### src/rtl/bus_pkg.sv
// Shared definitions for the shared-bus generator: ID width, per-bus FSM states
// and a helper that pulls the destination ID out of a packet of any width.
package bus_pkg;

    localparam int ID_W      = 8;
    localparam int MAX_PKT_W = 1024;

    typedef enum logic [1:0] {
        IDLE = 2'd0,
        POP  = 2'd1,
        PUSH = 2'd2
    } bus_state_t;

    // Callers zero-extend their packet to MAX_PKT_W and pass its real width.
    function automatic logic [ID_W-1:0] pkt_dest(input logic [MAX_PKT_W-1:0] pkt,
                                                 input int pkt_w);
        logic [MAX_PKT_W-1:0] shifted_v;
        shifted_v = pkt >> (pkt_w - ID_W);
        return shifted_v[ID_W-1:0];
    endfunction

endpackage

### src/rtl/bus_arbiter.sv
// One shared bus: round-robin pop from a pending device, then push the packet to
// its destination, to every other device on broadcast, or drop it if the ID is unknown.
module bus_arbiter
    import bus_pkg::*;
#(
    parameter int              drvrs     = 4,
    parameter int              pckg_sz   = 16,
    parameter logic [ID_W-1:0] broadcast = 8'hFF
) (
    input  logic                           clk,
    input  logic                           reset,
    input  logic [drvrs-1:0]               pndng,
    input  logic [drvrs-1:0][pckg_sz-1:0]  D_pop,
    output logic [drvrs-1:0]               pop,
    output logic [drvrs-1:0]               push,
    output logic [drvrs-1:0][pckg_sz-1:0]  D_push
);

    localparam int SRC_W = (drvrs > 1) ? $clog2(drvrs) : 1;

    bus_state_t          state_r, state_s;
    logic [SRC_W-1:0]    src_r, src_s;
    logic [SRC_W-1:0]    ptr_r, ptr_s;
    logic [drvrs-1:0]    pop_r, pop_s;
    logic [drvrs-1:0]    push_r, push_s;
    logic [pckg_sz-1:0]  pkt_r, pkt_s;

    logic                found_s;
    logic [SRC_W-1:0]    grant_s;
    logic [pckg_sz-1:0]  head_s;
    logic [ID_W-1:0]     dest_s;

    // Round-robin search of pndng starting at the pointer, wrapping modulo drvrs
    always_comb begin
        logic [SRC_W:0] idx_v;
        logic           hit_v;
        found_s = 1'b0;
        grant_s = '0;
        idx_v   = '0;
        hit_v   = 1'b0;
        for (int off = 0; off < drvrs; off++) begin
            idx_v   = {1'b0, ptr_r} + (SRC_W+1)'(off);
            idx_v   = (idx_v >= (SRC_W+1)'(drvrs)) ? (idx_v - (SRC_W+1)'(drvrs)) : idx_v;
            hit_v   = pndng[idx_v[SRC_W-1:0]] & ~found_s;
            grant_s = hit_v ? idx_v[SRC_W-1:0] : grant_s;
            found_s = found_s | hit_v;
        end
    end

    // Head of the granted device's FIFO and its destination ID
    always_comb begin
        head_s = D_pop[src_r];
        dest_s = pkt_dest(MAX_PKT_W'(head_s), pckg_sz);
    end

    // Next-state and next-output logic; outputs are registered one step ahead
    always_comb begin
        state_s = state_r;
        src_s   = src_r;
        ptr_s   = ptr_r;
        pop_s   = '0;
        push_s  = '0;
        pkt_s   = pkt_r;
        case (state_r)
            IDLE: begin
                if (found_s) begin
                    state_s        = POP;
                    src_s          = grant_s;
                    pop_s[grant_s] = 1'b1;
                end else begin
                    state_s = IDLE;
                end
            end
            POP: begin
                // pop is high this cycle, so head_s is the packet being removed
                pkt_s   = head_s;
                state_s = PUSH;
                if (dest_s == broadcast) begin
                    push_s        = '1;
                    push_s[src_r] = 1'b0;
                end else if (int'(dest_s) < drvrs) begin
                    push_s[dest_s[SRC_W-1:0]] = 1'b1;
                end else begin
                    push_s = '0;
                end
            end
            PUSH: begin
                state_s = IDLE;
                ptr_s   = (src_r == SRC_W'(drvrs - 1)) ? '0 : (src_r + 1'b1);
            end
            default: begin
                state_s = IDLE;
            end
        endcase
    end

    // State, pointer, packet and output registers
    always_ff @(posedge clk or posedge reset) begin
        if (reset) begin
            state_r <= IDLE;
            src_r   <= '0;
            ptr_r   <= '0;
            pop_r   <= '0;
            push_r  <= '0;
            pkt_r   <= '0;
        end else begin
            state_r <= state_s;
            src_r   <= src_s;
            ptr_r   <= ptr_s;
            pop_r   <= pop_s;
            push_r  <= push_s;
            pkt_r   <= pkt_s;
        end
    end

    assign pop    = pop_r;
    assign push   = push_r;
    assign D_push = {drvrs{pkt_r}};

endmodule

### src/rtl/bs_gnrt.sv
// Shared-bus generator: `bits` independent buses, each serving `drvrs` devices
// through its own round-robin bus_arbiter.
module bs_gnrt
    import bus_pkg::*;
#(
    parameter int              bits      = 1,
    parameter int              drvrs     = 4,
    parameter int              pckg_sz   = 16,
    parameter logic [ID_W-1:0] broadcast = 8'hFF
) (
    input  logic                                      clk,
    input  logic                                      reset,
    input  logic [bits-1:0][drvrs-1:0]                pndng,
    output logic [bits-1:0][drvrs-1:0]                push,
    output logic [bits-1:0][drvrs-1:0]                pop,
    input  logic [bits-1:0][drvrs-1:0][pckg_sz-1:0]   D_pop,
    output logic [bits-1:0][drvrs-1:0][pckg_sz-1:0]   D_push
);

    for (genvar b = 0; b < bits; b++) begin : g_bus
        bus_arbiter #(
            .drvrs     (drvrs),
            .pckg_sz   (pckg_sz),
            .broadcast (broadcast)
        ) u_arb (
            .clk    (clk),
            .reset  (reset),
            .pndng  (pndng[b]),
            .D_pop  (D_pop[b]),
            .pop    (pop[b]),
            .push   (push[b]),
            .D_push (D_push[b])
        );
    end

endmodule

### config.mk
export PLATFORM = sky130hd
export DESIGN_NAME = bs_gnrt
export DESIGN_NICKNAME = d
export VERILOG_FILES = /design/src/rtl/bus_pkg.sv /design/src/rtl/bus_arbiter.sv /design/src/rtl/bs_gnrt.sv
export SDC_FILE = /design/constraint.sdc
export NUM_CORES = 1
export LEC_CHECK = 0
export BUFFER_PORTS_ARGS = -buffer_cell sky130_fd_sc_hd__buf_2
export CAP_MARGIN = 40
export CORE_MARGIN = 2
export CORE_UTILIZATION = 25
export DETAILED_ROUTE_END_ITERATION = 16
export GPL_ROUTABILITY_DRIVEN = 0
export PLACE_DENSITY_LB_ADDON = 0.15
export SLEW_MARGIN = 20
export SYNTH_ARGS = -nofsm -noshare
export SYNTH_HDL_FRONTEND = slang
export SYNTH_SLANG_ARGS = --single-unit
### constraint.sdc
create_clock -name clk -period 2.5 [get_ports clk]
set_input_delay 0.625 -clock clk [delete_from_list [all_inputs] [get_ports clk]]
set_output_delay 0.625 -clock clk [all_outputs]
set_load 0.1 [all_outputs]
## Yosys cells after proc, flatten, opt, wreduce, memory -nomap -nowiden

Cells that the tools add are included.

| operators by class | value |
|---|---|
| magnitude comparators | 15 |
| bitwise gates (word level) | 10 |
| multiplexer cells | 32 |
| add/subtract/negate cells | 8 |
| eq/ne operators | 4 |
| reductions and logical operators | 5 |

Operator list:

| cell | count |
|---|---|
| $bmux 16 s2 | 1 |
| $lt 2x3->1 const B | 7 |
| $mux 4 | 5 |
| $mux 2 | 9 |
| $mux 16 | 1 |
| $ge 3x3->1 const B | 3 |
| $bmux 1 s2 | 4 |
| $eq 8x8->1 const B | 1 |
| $lt 8x3->1 const B | 1 |
| $mux 1 | 8 |
| $sub 2x1->2 const B | 4 |
| $add 2x2->3 const B | 2 |
| $demux 1 s2 | 3 |
| $ge 2x1->1 const B | 3 |
| $eq 2x2->1 const B | 2 |
| $not 4->4 | 1 |
| $pmux 2 s2 | 1 |
| $add 2x1->3 const B | 1 |
| $and 1x1->1 | 3 |
| $ge 2x3->1 const B | 1 |
| $logic_and 1x1->1 | 3 |
| $not 1->1 | 3 |
| $or 1x1->1 | 3 |
| $add 2x1->2 const B | 1 |
| other kinds (3) | 3 |

| storage, ports and cells | value |
|---|---|
| output and inout bits | 72 |
| input bits | 70 |
| bits in registers | 30 |

## Depth between registers and ports, before layout

| logic depth | value |
|---|---|
| depth after elaboration | 19 |
| mapped depth | 6 |
| mapped depth without buffers | 5 |

## Least setup slack after synthesis

No wires, ideal clock.

| timing path | value |
|---|---|
| path kind | register to output |
| start | reg g_bus[0].u_arb.pkt_r[0] |
| end | out D_push[16] (netlist bit) |
| arrival time | 1.373 ns |
| stages on the path, launching flop included | 2 |
| path slack | 0.502 ns |
| path through | dfrtp_1 buf_4 |

RTL lines:

| element | RTL line | RTL |
|---|---|---|
| start, declared | bus_arbiter.sv:26 | `logic [pckg_sz-1:0] pkt_r, pkt_s;` |
| start signal, assigned | bus_arbiter.sv:112 | `pkt_r <= pkt_s;` |
| end, declared | bs_gnrt.sv:17 | `output logic [bits-1:0][drvrs-1:0][pckg_sz-1:0] D_push` |

No word-level cell between the ends.

## Worst setup path in the final report

| timing path | value |
|---|---|
| start | reg g_bus[0].u_arb.src_r[0] |
| end | reg g_bus[0].u_arb.push_r[2] |

| on the way | value |
|---|---|
| cells in the longest elaborated chain, start to end | 9 |
| elaborated cells on any way between the ends | 18 |

RTL lines:

| element | RTL line | RTL |
|---|---|---|
| start, declared | bus_arbiter.sv:22 | `logic [SRC_W-1:0] src_r, src_s;` |
| start signal, assigned | bus_arbiter.sv:108 | `src_r <= src_s;` |
| $bmux 16 s2 | bus_arbiter.sv:52 | `head_s = D_pop[src_r];` |
| $mux 16 (implied by the code) | bus_arbiter.sv:52 |  |
| $lt 2x3->1 (implied by the code) or $ge 2x1->1 (tied branches) | bus_arbiter.sv:82 | `push_s[dest_s[SRC_W-1:0]] = 1'b1;` |
| $logic_and 1x1->1 (implied by the code) | bus_arbiter.sv:82 |  |
| $mux 1 (implied by the code) | bus_arbiter.sv:82 |  |
| $demux 1 s2 | - |  |
| $mux 4 | bus_arbiter.sv:81 | `end else if (int'(dest_s) < drvrs) begin` |
| $mux 4 * | bus_arbiter.sv:78 | `if (dest_s == broadcast) begin` |
| $mux 4 * | bus_arbiter.sv:64 | `case (state_r)` |
| net g_bus[0].u_arb.push_s[2] | bus_arbiter.sv:25 | `logic [drvrs-1:0] push_r, push_s;` |
| end signal, assigned | bus_arbiter.sv:111 | `push_r <= push_s;` |
| end, declared | bus_arbiter.sv:25 |  |

The timed path passes the listed nets; every way through them passes the cells marked *. The select of a mux whose other input is x is not followed.
A chain may end at the register's enable or synchronous reset.

==> summary.md <==
| Metric | Value |
|---|---|
| Register area share after synthesis | `0.365` |
| R2R Path End | `g_bus[0].u_arb.push[2]` |
| Crit-path max FO | `10` |
| Synth area leader | `dfrtp_1` |
| Fraction of layout cells with a size suffix above 1 | `0.574` |
| Initial antenna violation count | `0` |
| CTS Sinks | `30` |
| Yosys cell types | `33` |
| Crit path launch | `g_bus[0].u_arb.src_r[0]` |
| Initial DRC Count | `roughly 80` |
| #FFs+latches synth | `30` |
| Worst EP arrival | `2.21 ns` |
| Period utilization | `0.824` |
| DRC Markers | `0` |
| Reg-to-reg slack, setup | `roughly 0.44 ns` |
| Initial core utilization | `0.254` |
| RSZ-0062 raised after global routing | `false` |
| Overflow after GRT | `0` |
| Post-layout util | `0.327` |
| Mapped cell area | `approximately 0.002 mm^2` |
| I/O Pins | `142` |
| Achievable frequency | `485 MHz` |
| Relative slew slack | `0.666` |
| Post-DP HPWL | `4150 um` |
| Max Cap Violations | `0` |
| Clk Latency, worst-skew pair | `0.28 ns` |
| WL per Instance | `12.6 um` |
| WHS | `0.420 ns` |
| Clk buf depth | `2` |
| Clk_skew | `~0.0055 ns` |
| Startpoint types | `flip-flop` |
| Syn_area_per_cell | `10.4 um^2` |
| Main synth FF type | `dfrtp_1` |
| Die H | `94.7 um` |
| Vias in the first global route | `1,602` |
| Row cnt | `33` |
| CTS tree | `yes` |
| CTS Hold Bufs | `0` |
| Post-Route Setup TNS | `0 ns` |
| ANT cells | `0` |
| Req. time, crit path | `2.65 ns` |
| I/O Buffers | `141` |
| Pin count of the biggest net entering global routing | `31` |
| H-tree depth | `2` |
| Total CTS buffers | `5` |
| Slew @ Worst Pin | `between 0.5 and 0.6 ns` |
| Final-stage net count | `around 370` |
| First-pass GRT wire length | `7820 um` |
| Fin. max-slew vios | `0` |
| Area growth, synth to finish | `28.6%` |
| Most frequent cells in the layout | `141 x buf_2, 48 x nand2_1, 30 x dfrtp_1, 13 x mux4_2` |
| Area of the die | `roughly 0.009 mm^2` |
| Top-area cell type share of the netlist area | `0.365` |
| CTS root buf | `clkbuf_8` |
| Yosys warns | `0` |
| Post-DR vias/cell | `between 4 and 5` |
| Outcome | `complete, no violations` |
| EDFF count, synth | `0` |
| GRT Util Overall | `0.114` |
| Critical R2R Launch | `g_bus[0].u_arb.src_r[0]` |
| Post-CTS resize count | `0` |
| Clock transition at path regs | `0.06 ns` |
| Crit end category | `flip-flop` |
| Routed vias | `1,699` |
| Fin crit period | `just over 2 ns` |
| FF-to-FF path depth | `4` |
| CP Class | `reg2reg` |
| Final Setup Violations | `0` |
| Leading cell type in the layout, fill and taps excluded | `buf_2` |
| Post-Syn Nets | `272` |
| Pre-Repair DR Iteration Count | `4` |
| Class of the worst hold path | `in2async` |
| Synth Instances | `roughly 200` |
| Hold Fails Final Rpt | `0` |
| Post-Route WL | `around 5100 um` |
| Main area contributors after synthesis | `dfrtp_1 36%, buf_4 18%, mux4_2 14%, nand2_1 8.8%, mux4_1 3.8%` |
| Die X | `94.7 um` |
| Final ANT Viol Nets | `0` |
| Core footprint | `0.00809 mm^2` |
| Post-CTS setup buffers | `0` |
| Asr flop ratio synth | `1.00` |
==> flip-flops by register name, indices dropped and copies added, names as in the netlist <==
| name | flops |
|---|---|
| g_bus.u_arb.pkt_r | 16 |
| g_bus.u_arb.pop | 4 |
| g_bus.u_arb.ptr_r | 2 |
| g_bus.u_arb.push | 4 |
| g_bus.u_arb.src_r | 2 |
| g_bus.u_arb.state_r | 2 |
==> critical path, stage by stage, from the launching register on <==
cell      delay [ns]
dfrtp_1         0.65
mux4_1          0.68
nor3_1          0.36
nand4b_1        0.14
o41ai_1         0.09
==> worst max-delay path by stage <==
stage                                   endpoint  slack, ns  depth (start not counted)
after detailed placement  g_bus[0].u_arb.push[2]       0.44                          4
after global placement    g_bus[0].u_arb.push[1]       0.50                          4
after floorplan                       D_push[16]       0.50                          1
after global routing      g_bus[0].u_arb.push[2]       0.25                          4
final                     g_bus[0].u_arb.push[2]       0.44                          4
after CTS                 g_bus[0].u_arb.push[2]       0.42                          4
==> per-layer routing <==
metal	GRT usage	up-vias	wire length (um)
met5	0	-	0
met4	0.0326	0	53
met3	0.0255	5	455
met2	0.183	95	2310
met1	0.154	764	2250
li1	-	835	-
==> metrics by stage <==
step	cells	worst slack, ns	area [um^2]
3_3_place_gp	395	0.498	2540
5_1_grt	403	0.247	2650
2_1_floorplan	198	0.502	2060
4_1_cts	403	0.423	2650
6_report	403	0.439	2650
3_5_place_dp	395	0.442	2540
==> Yosys cell counts (2+ instances only) <==
library cell and instances:
inv_1 5, dfrtp_1 30, nand4_1 2, o41ai_1 4, buf_2 4, nor2_1 6
a21boi_0 2, nand2b_1 6, o21ai_0 2, ha_1 4, o31ai_1 2, mux4_2 13
buf_4 48, nand2_1 48, nand4b_1 2, mux4_1 3
==> area by class of cell <==
| type | count | area, um^2 |
|---|---|---|
| fill | 893 | 5450 |
| multi-input combinational | 108 | 888 |
| sequential | 30 | 751 |
| timing repair buffer | 147 | 751 |
| tap | 105 | 131 |
| clock buffer | 7 | 76.3 |
| clock inverter | 1 | 30.0 |
| inverter | 5 | 18.8 |
==> logic make-up after synthesis <==
logic type | share of synthesized area
AO/OA/AOI/OAI | 0.0499
adder cells (fa/ha/maj) | 0.0243
buffers and inverters | 0.203
flip-flops | 0.365
multiplexers | 0.191
AND/OR/NAND/NOR | 0.167
Power is not shown: default switching activity piles up to over one toggle a cycle in this logic, so the estimate is an artifact.
